`config.mk`:
```
export PLATFORM = sky130hd
export DESIGN_NAME = mod_updown_counter
export DESIGN_NICKNAME = d
export VERILOG_FILES = /design/src/rtl/mod_updown_counter.sv
export SDC_FILE = /design/constraint.sdc
export NUM_CORES = 1
export LEC_CHECK = 0
export BUFFER_PORTS_ARGS = -buffer_cell sky130_fd_sc_hd__buf_2
export CORE_MARGIN = 10
export CORE_UTILIZATION = 55
export DETAILED_ROUTE_END_ITERATION = 10
export PLACE_DENSITY = 0.9
export SLEW_MARGIN = 5
export SYNTH_ARGS = -nofsm -noshare
export SYNTH_HDL_FRONTEND = slang
export SYNTH_SLANG_ARGS = --single-unit
```
`constraint.sdc`:
```
create_clock -name clk -period 3.2 [get_ports clk]
set_clock_uncertainty 0.1 [all_clocks]
set_input_delay 0.16 -clock clk [delete_from_list [all_inputs] [get_ports clk]]
set_output_delay 0.16 -clock clk [all_outputs]
set_load 0.01 [all_outputs]
```
`src/rtl/mod_updown_counter.sv`:
```
// Up/down modulus counter with parallel load, prescaler, one-shot halt,
// a terminal-count pulse and a combinational compare against the registered count.
module mod_updown_counter #(
    parameter int N          = 8,
    parameter int PRESCALE_W = 4
) (
    input  logic                  clk,
    input  logic                  reset,
    input  logic                  en,
    input  logic                  up,
    input  logic                  load,
    input  logic [N-1:0]          load_val,
    input  logic [N-1:0]          modulus,
    input  logic [PRESCALE_W-1:0] prescale,
    input  logic                  one_shot,
    input  logic [N-1:0]          cmp,
    output logic [N-1:0]          count,
    output logic                  tc,
    output logic                  cmp_out,
    output logic                  done
);

    localparam logic [N-1:0]          CNT_ONE = {{(N-1){1'b0}}, 1'b1};
    localparam logic [PRESCALE_W-1:0] PSC_ONE = {{(PRESCALE_W-1){1'b0}}, 1'b1};

    logic [PRESCALE_W-1:0] psc;
    logic                  tick;
    logic                  at_term;

    assign tick = en && (psc == prescale);

    // Up terminates at or above modulus, so a loaded out-of-range value never
    // climbs towards 2^N; down always walks back into range before terminating.
    assign at_term = up ? (count >= modulus) : (count == '0);

    always_ff @(posedge clk) begin
        if (reset) begin
            count <= '0;
            psc   <= '0;
            tc    <= 1'b0;
            done  <= 1'b0;
        end else if (load) begin
            count <= load_val;
            psc   <= '0;
            tc    <= 1'b0;
            done  <= 1'b0;
        end else begin
            tc <= 1'b0;
            if (en) begin
                psc <= tick ? '0 : psc + PSC_ONE;
            end
            // A finished one-shot keeps its value until the next load or reset.
            if (tick && !done) begin
                if (at_term) begin
                    tc <= 1'b1;
                    if (one_shot) begin
                        done <= 1'b1;
                    end else begin
                        count <= up ? '0 : modulus;
                    end
                end else begin
                    count <= up ? count + CNT_ONE : count - CNT_ONE;
                end
            end
        end
    end

    assign cmp_out = (count < cmp);

endmodule

```
[Yosys cells after proc, flatten, opt, wreduce, memory -nomap -nowiden]
Index checks and enable logic that the tools add are counted.
Storage, ports and cells
  input bits: 34
  output and inout port bits: 11
  logic and storage cells: 30
  bits in registers: 14
Cells by class
  equal/unequal tests: 2
  $add $sub $neg: 3
  bitwise operators: 1
  reductions and logical operators: 9
  order comparisons: 2
  muxes and demuxes: 9
Operator list (count)
  8-bit two-way mux: 6
  8-bit by 1-bit adder with 8-bit output, second input constant: 1
  8-bit greater-or-equal comparator: 1
  8-bit zero test: 1
  8-bit < comparator: 1
  8-bit by 1-bit subtractor with 8-bit output, second input constant: 1
  4-bit by 1-bit adder with 4-bit output, second input constant: 1
  4-bit equality test: 1
  4-bit two-way mux: 1
  3-bit inequality test, second input constant: 1
  3-bit AND reduction: 1
  3-bit OR reduction: 1
  1-bit logical AND: 2
  1-bit two-way mux: 2
  2-bit AND reduction: 1
  2-bit nonzero test: 1
  2-bit OR reduction: 1
  1-bit zero test: 1
  1-bit inverter: 1

[Logic depth before layout (Yosys ltp)]
Gate-level depths: netlist (run 1).
  depth after elaboration: 5
  gate-level depth with buffers: 9
  mapped depth without buffers: 8

[Worst setup path before layout (run 1)]
No wires, ideal clock.
  path kind: reg2reg
  start point: register count[6]
  end point: register count[1]
  buffers on the path: 1
  arrival time: 1916 ps
  library setup time: 79 ps
  data required time: 3021 ps
  stages on the path, launching flop included: 9
  slack: 1105 ps
  cell sequence: dfxtp_1 -> ha_1 -> a21o_1 -> a221oi_2 -> o21ai_1 -> a21o_1 -> buf_6 -> a211o_1 -> o221ai_2
On the way
  cells in the longest elaborated chain, start to end: 5
RTL lines
  start, declared: line 17  | output logic [N-1:0] count,
  start signal, assigned: line 43  | count <= load_val;
  start signal, assigned: line 59  | count <= up ? '0 : modulus;
  start signal, assigned: line 62  | count <= up ? count + CNT_ONE : count - CNT_ONE;
  8-bit greater-or-equal comparator or 8-bit zero test (tied branches): line 34  | assign at_term = up ? (count >= modulus) : (count == '0);
  1-bit two-way mux (*): line 34
  8-bit two-way mux: line 54  | if (at_term) begin
  8-bit two-way mux: line 53  | if (tick && !done) begin
  8-bit two-way mux: line 42  | end else if (load) begin
Mark *: on every way between the ends. The rest lies on a longest branch, timed or not. The select of a mux whose other input is x is not followed.
A chain may end at the register's enable or synchronous reset.

[Worst setup path after layout (run 1)]
  start point: register count[1]
  end point: output cmp_out
On the way
  cells in the longest elaborated chain, start to end: 1
RTL lines
  8-bit < comparator: line 68  | assign cmp_out = (count < cmp);
  end, declared: line 19  | output logic cmp_out,
Every way passes these cells.

==> reports/results.tsv, run 1 <==
stage	metric	value	unit
timing	fin crit share	73.0	%
setup_path	Setup Crit Path Kind	reg -> out	
setup_path	CP max-delay cell	dfxtp_1	
logic_synthesis	Mapped Cells	188	
pwr	PD cells	276	nW/um^2
routing	# DRC	0	
layout	Ant. Diodes	0	
layout	fillers	223	
routing	number of DRC violations after detailed-routing iteration 0	110	
setup_path	WP data arrival	2.08	ns
logic_synthesis	most frequent cell after synthesis	ha_1	
timing	final hold violations	0	
clock_tree	Skew-Pair Late Insertion Delay	0.28	ns
routing	TritonRoute pass-1 iters	4	
logic_synthesis	flops & latches, synth	14	
pwr	clock share of power	21.0	%
clock_tree	setup bufs post-CTS	0	
pwr	Psw	173	uW
logic_synthesis	Post-Synthesis Net Count	245	
routing	total number of vias	1492	
setup_path	CP max FO	7	
clock_tree	Root Driver	clkbuf_4	
setup_path	startpoint types	register	
global_route	largest net degree at the start of global routing	14	
timing	final worst path period need	2.34	ns
pwr	Logic pwr share	38.1	%
setup_path	Largest stage delay, worst path	0.49	ns
timing	# setup viols final	0	
logic_synthesis	main area contributors after synthesis	dfxtp_1 (19%), ha_1 (19%), nor2_1 (5.1%)	
die	IO Count	45	
pwr	Reg power frac	40.9	%
pwr	Max IR drop VDD	0.227	mV
timing	Worst-Margin Slew	0.394	ns
flow_run	Max-Cap Viols	0	
die	Row Count	18	
place	routability cong.	0.890	
layout	Layout Area Growth over Synthesis	18.5	%
global_route	global-route wire length before repair	6600	um
layout	fin area	1750	sq um
routing	per-cell routed wire length	14.9	um
clock_tree	Bufs on Longest Clock Path	2	
die	DIE AREA	5160	sq um
logic_synthesis	post-synth cell types	47	
place	post-DP HPWL	3180	um
logic_synthesis	cell taking the most area after synthesis	dfxtp_1	
run_status	status	finished, final reports clean	
setup_path	crit-path cells	ha_1 > a21boi_0 > o21a_1 > o21ai_0 > a21oi_1 > o41ai_1 > buf_2	
pwr	Leak	0.000902	uW
timing	RSZ-0062 raised after global routing	no	
logic_synthesis	synth cell count leaders	ha_1 (22), nor2_1 (20), inv_1 (18), dfxtp_1 (14), a21oi_1 (13)	
logic_synthesis	ys async rst share	0	%
global_route	gr ovfl total	0	
clock_tree	post-cts hold buffer count	2	
clock_tree	CTS Buf Count	3	
layout	sequential cell area	280	sq um
die	die height	71.8	um
setup_path	Crit. End Element	primary output	
pwr	Pint	309	uW
logic_synthesis	Seq/Total Area, Yosys	19.0	%
setup_path	Crit path required time	2.94	ns
global_route	gr usage total	15.1	%
die	core area	2520	sq um
place	Placed Instance Area	1710	sq um
clock_tree	TritonCTS clock tree	yes	
layout	layout cells sized above 1	22.8	%
layout	Final nets	291	
logic_synthesis	Synth Warn #	0	
layout	footprint of the multi-input gates	1100	sq um
routing	final WL	3900	um
logic_synthesis	number of synthesized flops with an enable pin	0	
logic_synthesis	Post-Syn Area	1480	sq um
pwr	Sw Ratio	35.9	%
clock_tree	clock net sink count	14	
routing	via/cell ratio	5.69	
timing	Final Max Slew Viols	0	
worst_hold_path	Min-Delay Path Class	in -> reg	
logic_synthesis	top_reg_cell synth	dfxtp_1	
timing	Rel. slew slack	73.7	%
die	initial core utilization	58.5	%
clock_tree	H-tree depth	1	
timing	Fin Setup TNS	0	ns
die	die width	71.8	um
clock_tree	CTS clock-pin slew for the worst setup and hold paths	0.08	ns
global_route	vias in the first global route	1477	
timing	Max Fclk	428	MHz
logic_synthesis	synthesized area per cell	7.85	sq um
routing	post-route ant nets	0	
place	IO Port Bufs	44	
global_route	initial antenna violation count	0	
clock_tree	cts repair resizes	0	
logic_synthesis	share of the synthesized area in the top cell type	19.0	%
metal layers:
metal / wire length, um / global-route usage (%)
met1: 1790 / 18.4
met2: 1800 / 25.1
met3: 280 / 4.27
met4: 38 / 3.87
met5: 0 / 0
critical path, delay by kind of cell (launching register included):
family          cells  cell delay, ns
flops               1            0.49
buf+inv             1            0.18
compound gates      5            0.83
fa+ha+maj           1            0.29
path summary, 6_finish.rpt:
| kind | startpoint | endpoint | slack, ns | depth (start not counted) |
|---|---|---|---|---|
| max | count[1] | cmp_out | 0.86 | 7 |
| min | modulus[6] | count[6] | 0.07 | 3 |
| max reg2reg | count[0] | count[0] | 0.89 | 8 |
| min reg2reg | done | done | 0.41 | 2 |
layout by cell type, fill, tap and decap left out, drive strengths merged, types with 4 or more instances in the layout:
cell	Yosys	routed
a21oi	13	13
nand2	10	10
xor2	6	6
nor3	5	5
a21o	5	5
nand3	7	7
nor2	20	20
xnor2	5	5
nand2b	4	4
dfxtp	14	14
inv	18	18
nand4	5	5
o21ai	8	8
buf	3	44
ha	22	22
flip-flops by register name (all words and copies together), names as in the netlist:
register,cells
done,1
tc,1
count,8
psc,4
power by group through the flow:
stage	logic, uW	clock network, uW	registers, uW
3_5_place_dp	180	0	201
6_report	184	101	197
4_1_cts	183	102	197
2_1_floorplan	121	0	199
5_1_grt	207	108	199
3_3_place_gp	176	0	200
per-stage QoR:
stage	util [%]	total power [uW]	setup WS (ns)	hold slack [ns]	instances
finish	69.3	482	0.863	0.0670	262
global route	69.3	514	0.706	0.0590	262
CTS	69.3	482	0.860	0.0489	262
detailed placement	67.7	381	0.932	0.292	257
global placement	67.7	376	0.994	0.271	257
floorplan	-	320	1.11	0.175	188
kinds of logic (layout without fill, tap and decap cells):
| group | Yosys count | count (layout) | share of synthesized area (%) |
|---|---|---|---|
| xor gates and xnor gates | 11 | 11 | 6.53 |
| buffers and inverters | 23 | 67 | 6.44 |
| and+or+nand+nor | 69 | 69 | 25.6 |
| DFF | 14 | 14 | 19.0 |
| AOI/OAI and AO/OA | 48 | 48 | 22.5 |
| adders and majority gates | 23 | 23 | 20.0 |
cell type report:
class                      count  area share (%)
multi-input combinational    151            62.9
sequential                    14            16.0
inverter                      18            3.86
clock buffer                   3            1.29
timing repair buffer          46            13.7
tap                           30            2.15
Note: power is estimated with default switching activity, not from simulation.
==> run 2: changes to the inputs <==
CORE_UTILIZATION = 47   (was 55)
PLACE_DENSITY = 0.82   (was 0.9)
clock period = 1.9 ns   (was 3.2 ns; I/O delays follow)
==> reports/results.tsv, run 2 (synthesis gave the netlist of run 1 again) <==
stage	metric	value	unit
run_status	status	finished with violations	
run_status	failing checks	setup timing	
clock_tree	H-tree depth	1	
place	Placed Instance Area	1990	sq um
worst_hold_path	Worst Hold Path EP	count[0]	
routing	TritonRoute pass-1 iters	5	
clock_tree	Bufs on Longest Clock Path	2	
layout	Largest Register	count	
die	Row Count	20	
setup_path	startpoint types	register	
setup_path	crit-path leading delay family	compound AO/OA/AOI/OAI gates	
timing	final worst path period need	2.09	ns
timing	fin crit share	110	%
die	die width	76.0	um
timing	RSZ-0062 raised after global routing	yes	
setup_path	Setup Crit Path Kind	reg -> reg	
pwr	Leak	0.00113	uW
layout	max reg flops	8	
global_route	largest net degree at the start of global routing	14	
setup_path	Crit. End Element	register	
die	die height	76.0	um
routing	via/cell ratio	5.82	
place	IO Port Bufs	44	
pwr	PD cells	448	nW/um^2
pwr	Overall Power	1080	uW
setup_path	FF-to-FF path depth	8	
timing	# setup viols final	10	
clock_tree	TritonCTS clock tree	yes	
layout	fin area	2410	sq um
place	post-DP HPWL	3760	um
routing	final WL	6060	um
worst_hold_path	min-delay src	load_val[0]	
timing	Final Max Slew Viols	0	
flow_run	Max-Cap Viols	0	
setup_path	Buf+Inv Stages, Crit Path	1	
worst_hold_path	Min-Delay Path Class	in -> reg	
die	DIE AREA	5780	sq um
routing	per-cell routed wire length	19.4	um
setup_path	CP max FO	3	
place	routability cong.	0.944	
die	core area	3030	sq um
clock_tree	CTS Buf Count	3	
worst_hold_path	Worst Hold Depth	3	
layout	layout cells sized above 1	50.6	%
layout	commonest non-fill, non-tap cell in the layout	buf_2	
layout	most frequent cells in the layout	buf_2 (44), buf_4 (27), inv_1 (18), nor2_1 (18), ha_1 (14)	
timing	Worst-Margin Slew	0.421	ns
clock_tree	clock net sink count	14	
setup_path	crit-path cells	ha_4 > a21o_1 > a221oi_4 > o21a_1 > or2_4 > buf_6 > o21ai_2 > a311oi_1	
timing	Max Fclk	477	MHz
global_route	vias in the first global route	1808	
routing	number of DRC violations after detailed-routing iteration 0	115	
clock_tree	CTS clock-pin slew for the worst setup and hold paths	0.09	ns
die	IO Count	45	
timing	Rel. slew slack	71.9	%
layout	top flop regs	count x8, psc x4	
clock_tree	Root Driver	clkbuf_4	
global_route	gr usage total	17.0	%
setup_path	CP max-delay cell	dfxtp_4	
layout	Layout Area Growth over Synthesis	63.2	%
timing	Worst Setup Slack, final	-0.195	ns
routing	post-route ant nets	0	
clock_tree	Skew-Pair Late Insertion Delay	0.29	ns
setup_path	capture point of the worst reg-to-reg path	count[0]	
global_route	global-route wire length before repair	8330	um
setup_path	WP data arrival	2.18	ns
pwr	Max IR drop VDD	0.374	mV
setup_path	worst r2r src	count[4]	
setup_path	R2R setup slack	-0.19	ns
die	initial core utilization	48.8	%
routing	# DRC	0	
place	pre-CTS WS	-0.166	ns
global_route	gr ovfl total	0	
setup_path	Crit path required time	1.99	ns
routing	total number of vias	1821	
setup_path	Largest stage delay, worst path	0.37	ns
global_route	initial antenna violation count	0	
layout	Ant. Diodes	0	
layout	Final nets	327	
timing	final hold violations	0	
==> run 2: changes by cell type in the layout (fill, tap and decap cells not counted), sizes merged <==
cell	previous run	this run
a21o	5	6
dlygate4sd3	2	3
clkbuf	3	4
buf	44	78
==> run 2: how the worst max path moves through the flow <==
stage / slack [ns] / cells after the start / start / end
6_report: -0.19 / 8 / count[4] / count[0]
5_1_grt: -0.23 / 8 / count[6] / count[0]
4_1_cts: -0.13 / 7 / count[1] / cmp_out
3_5_place_dp: -0.17 / 7 / count[1] / count[7]
3_3_place_gp: -0.10 / 8 / count[0] / count[6]
2_1_floorplan: -0.002 / 8 / count[6] / count[1]
==> run 2: per-stage QoR <==
| step | instances | setup TNS, ns | utilization (%) | hold WS, ns |
|---|---|---|---|---|
| final | 313 | -1.07 | 79.6 | 0.0181 |
| after global routing | 313 | -1.50 | 79.6 | 0.0317 |
| after CTS | 306 | -0.448 | 73.1 | 0.000793 |
| after detailed placement | 298 | -0.802 | 65.7 | 0.224 |
| after global placement | 298 | -0.501 | 65.7 | 0.215 |
| after floorplan | 188 | -0.00221 | - | 0.109 |
==> run 2: timing repair <==
action | in CTS | in global routing
pin swaps | 12 | 21
cloned | 1 | 0
hold endpoints to repair | 2 | 1
setup endpoints to repair | 10 | 11
buffers inserted | 1 | 6
hold buffers | 2 | 1
resized for setup | 30 | 27
==> run 2: final cells by class <==
cell class | count | area, sq um
Clock buffer | 4 | 26.3
Fill cell | 216 | 618
Inverter | 18 | 67.6
Multi-Input combinational cell | 152 | 1430
Sequential cell | 14 | 303
Tap cell | 44 | 55.1
Timing Repair Buffer | 81 | 532
==> run 2: power by group <==
group,switching [uW],internal (uW)
logic,296,278
registers,15.7,305
clock network,104,81.7
total,415,665
==> run 2: worst min-delay path, cell delays in order <==
cell and delay [ns]:
buf_2 0.10, nor2b_1 0.11, a311oi_1 0.07
==> run 2: metal layers <==
metal / track usage [%] / wire (um)
met1: 19.1 / 2270
met3: 4.25 / 515
met2: 30.1 / 3020
met4: 6.25 / 257
met5: 0 / 0
